--- config.mk ---
export PLATFORM = sky130hd
export DESIGN_NAME = uart_tx_scheduler
export DESIGN_NICKNAME = d
export VERILOG_FILES = /design/src/rtl/uart_tx_scheduler.sv
export SDC_FILE = /design/constraint.sdc
export NUM_CORES = 1
export LEC_CHECK = 0
export ABC_AREA = 1
export BUFFER_PORTS_ARGS = -buffer_cell sky130_fd_sc_hd__buf_4
export CAP_MARGIN = 0
export CORE_UTILIZATION = 40
export DETAILED_ROUTE_END_ITERATION = 16
export PLACE_DENSITY_LB_ADDON = 0.25
export SYNTH_ARGS = -nofsm -noshare
export SYNTH_HDL_FRONTEND = slang
export SYNTH_SLANG_ARGS = --single-unit
--- constraint.sdc ---
create_clock -name CLK -period 5.1 [get_ports CLK]
set_input_delay 1.02 -clock CLK [delete_from_list [all_inputs] [get_ports CLK]]
set_output_delay 1.02 -clock CLK [all_outputs]
set_load 0.005 [all_outputs]
--- src/rtl/uart_tx_scheduler.sv ---
// uart_tx_scheduler: buffers one transmit request per source (2-byte ALU
// result, 1-byte register-file read), arbitrates round-robin between them and
// hands bytes to UART_TX one frame at a time over the TX_Data_valid/busy
// handshake. An ALU pair is always sent low byte first and never interleaved.
module uart_tx_scheduler #(
    parameter int Data_width = 8
) (
    input  logic                    CLK,
    input  logic                    RST,
    input  logic [2*Data_width-1:0] ALU_OUT,
    input  logic                    ALU_OUT_Valid,
    input  logic [Data_width-1:0]   RF_RdData,
    input  logic                    RF_RdData_Valid,
    input  logic                    busy,
    output logic [Data_width-1:0]   TX_P_DATA,
    output logic                    TX_Data_valid,
    output logic                    ALU_ovf,
    output logic                    RF_ovf,
    output logic                    sched_busy
);

    typedef enum logic [1:0] {
        S_IDLE    = 2'd0,
        S_SEND    = 2'd1,
        S_WAIT_HI = 2'd2,
        S_WAIT_LO = 2'd3
    } state_t;

    // last_grant encoding: which source won the most recent grant
    localparam logic LG_ALU = 1'b0;
    localparam logic LG_RF  = 1'b1;

    state_t                  r_state;
    logic                    r_alu_pend;
    logic                    r_rf_pend;
    logic [2*Data_width-1:0] r_alu_data;
    logic [Data_width-1:0]   r_rf_data;
    logic [Data_width-1:0]   r_alu_hi;
    logic                    r_last_grant;
    logic                    r_bytes_left;
    logic [Data_width-1:0]   r_tx_data;
    logic                    r_tx_valid;
    logic                    r_alu_ovf;
    logic                    r_rf_ovf;

    logic                    w_can_grant;
    logic                    w_grant_alu;
    logic                    w_grant_rf;
    logic                    w_alu_load;
    logic                    w_rf_load;

    // A grant only happens from IDLE while the line is free; ties go to the
    // source that did not win last time.
    assign w_can_grant = (r_state == S_IDLE) && !busy;
    assign w_grant_alu = w_can_grant && r_alu_pend && (!r_rf_pend  || (r_last_grant == LG_RF));
    assign w_grant_rf  = w_can_grant && r_rf_pend  && (!r_alu_pend || (r_last_grant == LG_ALU));

    // A strobe is accepted into an empty slot, or into a slot being vacated
    // by a grant on the same edge.
    assign w_alu_load  = ALU_OUT_Valid   && (!r_alu_pend || w_grant_alu);
    assign w_rf_load   = RF_RdData_Valid && (!r_rf_pend  || w_grant_rf);

    // Slot payloads; only meaningful while the matching pend flag is set.
    // The ALU high byte is copied out at grant so a same-edge reload of the
    // slot cannot corrupt the pair already in flight.
    always_ff @(posedge CLK) begin
        if (w_alu_load) begin
            r_alu_data <= ALU_OUT;
        end
        if (w_rf_load) begin
            r_rf_data <= RF_RdData;
        end
        if (w_grant_alu) begin
            r_alu_hi <= r_alu_data[2*Data_width-1:Data_width];
        end
    end

    // Pend flags and registered overflow pulses for dropped strobes.
    always_ff @(posedge CLK or posedge RST) begin
        if (RST) begin
            r_alu_pend <= 1'b0;
            r_rf_pend  <= 1'b0;
            r_alu_ovf  <= 1'b0;
            r_rf_ovf   <= 1'b0;
        end else begin
            if (w_alu_load) begin
                r_alu_pend <= 1'b1;
            end else if (w_grant_alu) begin
                r_alu_pend <= 1'b0;
            end
            if (w_rf_load) begin
                r_rf_pend <= 1'b1;
            end else if (w_grant_rf) begin
                r_rf_pend <= 1'b0;
            end
            r_alu_ovf <= ALU_OUT_Valid   && !w_alu_load;
            r_rf_ovf  <= RF_RdData_Valid && !w_rf_load;
        end
    end

    // Transmit FSM: grant, strobe, then follow busy high and low per frame.
    always_ff @(posedge CLK or posedge RST) begin
        if (RST) begin
            r_state      <= S_IDLE;
            r_last_grant <= LG_RF;
            r_bytes_left <= 1'b0;
            r_tx_data    <= '0;
            r_tx_valid   <= 1'b0;
        end else begin
            case (r_state)
                S_IDLE: begin
                    r_tx_valid <= 1'b0;
                    if (w_grant_alu) begin
                        r_tx_data    <= r_alu_data[Data_width-1:0];
                        r_bytes_left <= 1'b1;
                        r_last_grant <= LG_ALU;
                        r_tx_valid   <= 1'b1;
                        r_state      <= S_SEND;
                    end else if (w_grant_rf) begin
                        r_tx_data    <= r_rf_data;
                        r_bytes_left <= 1'b0;
                        r_last_grant <= LG_RF;
                        r_tx_valid   <= 1'b1;
                        r_state      <= S_SEND;
                    end
                end
                S_SEND: begin
                    r_tx_valid <= 1'b0;
                    r_state    <= S_WAIT_HI;
                end
                S_WAIT_HI: begin
                    r_tx_valid <= 1'b0;
                    if (busy) begin
                        r_state <= S_WAIT_LO;
                    end
                end
                S_WAIT_LO: begin
                    r_tx_valid <= 1'b0;
                    if (!busy) begin
                        if (r_bytes_left) begin
                            r_tx_data    <= r_alu_hi;
                            r_bytes_left <= 1'b0;
                            r_tx_valid   <= 1'b1;
                            r_state      <= S_SEND;
                        end else begin
                            r_state <= S_IDLE;
                        end
                    end
                end
                default: begin
                    r_tx_valid <= 1'b0;
                    r_state    <= S_IDLE;
                end
            endcase
        end
    end

    assign TX_P_DATA     = r_tx_data;
    assign TX_Data_valid = r_tx_valid;
    assign ALU_ovf       = r_alu_ovf;
    assign RF_ovf        = r_rf_ovf;
    assign sched_busy    = r_alu_pend | r_rf_pend | (r_state != S_IDLE);

endmodule
==> impl_metrics.toml <==
[finish]
nNetsFinal = 281
area_delta_synth_final_pct = 21.80
antenna_cells = 0
layout-drive-gt1-share_pct = 21.69

[detailed_routing]
routedWlPerCell_um = 11.52
drc = 0
antenna_left = 0
firstDrtPassIters = 4
routed_wl_um = 3640
drt_iter0_markers = 76
avgViaCountPerCell = 4.424
vias = 1398

[worst_setup_path]
reg2reg_setup_slack_ns = 2.64
path_class = "in2reg"
cp_max_fo = 13
startpoint_type = "input pin"
cp-end-kind = "flop"
arrival_ns = 2.51
crit_required_ns = 5.10

[yosys]
netlist_instances = 203
synth.most_common_cell = "inv_1"
syn_area_um2 = 2090
synth_ff_type = "edfxtp_1"
avgSynthCellArea_um2 = 10.29
synth_top_cell_area_share_pct = 45.99
yosys.area.top_type = "edfxtp_1"
syn_nets = 236
ys_top_cells_by_area = "edfxtp_1 46%, dfrtp_1 19%, inv_1 8.8%"
synth_common_cells = "49 x inv_1, 46 x nand2_1, 32 x edfxtp_1, 18 x nand3_1, 16 x dfrtp_1"
ys_seq_area_share_pct = 66.41
synth_cell_types = 20
synth_seq_cells = 49
async_flop_share_pct = 34.69
yosys_warnings = 0
synth_edf_count = 32

[pwr]
powerDensity_nw_per_um2 = 492.4
ir_drop_v = 0.0002285
power.static_leakage_uw = 0.001306

[global_routing]
track_usage_pct = 14.59
grt.overflow.total = 0
grt_pass1_wl_um = 5727
antenna_found_initial = 0
grt_max_degree = 18
grt_pass1_vias = 1309

[clock_tree]
clk_path_buf_depth = 2
cts_resized = 0
cts_sinks = 49
htreeDepth = 2
path_clk_slew_ns = 0.08
cts-root-buf = "clkbuf_8"
numCtsBuffers = 5
insertion_delay_ns = 0.30
cts_tree = "yes"
postCtsHoldBufs = 0
postCtsSetupBuffers = 0

[floorplan]
row_count = 25
fp.dieW_um = 74.28
dieArea_um2 = 5517
core-area_um2 = 4880
dieHeight_um = 74.28
io_pins = 41
initial_utilization_pct = 42.82

[sta]
finalHoldViolCount = 0
finalSetupTns_ns = 0
max_freq_ghz = 0.3975
setup_viol = 0
rsz0062_at_grt = "no"
fin_skew_ns = 0.01570
layout_setup_ws_ns = 2.584
slew_headroom_pct = 48.92
tightest_slew_ns = 0.7661
fin_crit_sh_pct = 49.33
maxSlewViolCount = 0
hold_ws_ns = 0.4233
period_minus_slack_ns = 2.516

[min_path]
hp-class = "reg2reg"

[place]
place.gp.congestion = 0.7529
io_buffers = 40
dpl_worst_slack_ns = 2.282
dp_hpwl_um = 2703

[job]
max_cap_viol_count = 0

[status]
outcome = "finished clean"
## worst paths after layout
| check | from | end | cells past startpoint |
|---|---|---|---|
| setup reg to reg | r_state[0] | r_alu_data[0] | 7 |
| hold / removal | r_alu_data[8] | r_alu_hi[0] | 0 |
| min in group asynchronous | RST | TX_P_DATA[1] | 2 |
| setup / recovery | busy | r_alu_data[0] | 5 |
| max in group asynchronous | RST | TX_P_DATA[0] | 2 |
| hold reg to reg | r_alu_data[8] | r_alu_hi[0] | 0 |
## power by group
group	internal, uW	switching (uW)
sequential	536	44.1
combinational	176	276
clock	97.8	123
total	810	443
## layout by cell type (no fill, tap or decap)
cell       n
inv_1     49
nand2_1   46
buf_4     41
edfxtp_1  32
nand3_1   18
dfrtp_1   16
nor2_1    12
a21oi_1   11
clkbuf_8   5
ha_1       4
o21ai_0    3
a31oi_1    2
inv_2      1
inv_4      1
and2_1     1
nor2_4     1
nand3_2    1
nand3_4    1
inv_6      1
clkinv_2   1
clkbuf_1   1
dfstp_2    1
## state kept, by name (all words and copies together) (netlist names)
name,cells
TX_Data_valid,1
r_alu_data,16
r_state,2
r_bytes_left,1
TX_P_DATA,8
r_alu_hi,8
ALU_ovf,1
r_rf_data,8
r_rf_pend,1
RF_ovf,1
r_alu_pend,1
r_last_grant,1
## logic make-up (layout without fill, tap and decap cells)
| kind of cell | count (synthesis) | count (layout) | share of synthesized area, % |
|---|---|---|---|
| buf+inv | 54 | 100 | 10.36 |
| compound gates | 16 | 16 | 3.952 |
| flops | 49 | 49 | 66.41 |
| simple gates | 80 | 80 | 16.89 |
| fa+ha+maj | 4 | 4 | 2.395 |
## critical path: stages
cell	delay [ns]
buf_4	0.13
nor2_4	0.25
nand3_2	0.26
a21oi_1	0.55
buf_4	0.30
## per-layer routing
layer | part of all wire, % | vias to the layer above | wire (um) | GRT usage, %
met2 | 52 | 29 | 1891 | 25.56
li1 | - | 718 | - | -
met5 | 0 | - | 0 | 0
met4 | 1.6 | 0 | 59 | 6.918
met1 | 43 | 645 | 1550 | 16.93
met3 | 3.8 | 6 | 138 | 3.388
## metrics by stage
step                cell area, um^2  instances  util, %  power, uW
finish                         2545        316    52.15       1253
CTS                            2545        316    52.15       1269
floorplan                      2090        203        -      896.2
global placement               2459        308    50.38       1037
detailed placement             2459        308    50.38       1045
global route                   2545        316    52.15       1342
## area by class of cell
cell class                      instances  area [um^2]
Fill cell                             484         2335
Multi-Input combinational cell        100        485.5
Clock buffer                            6        72.57
Clock inverter                          2        13.76
Tap cell                               67        83.83
Inverter                               51        193.9
Timing Repair Buffer                   41        307.8
Sequential cell                        49         1388
Power figures use the tool's default switching activity.
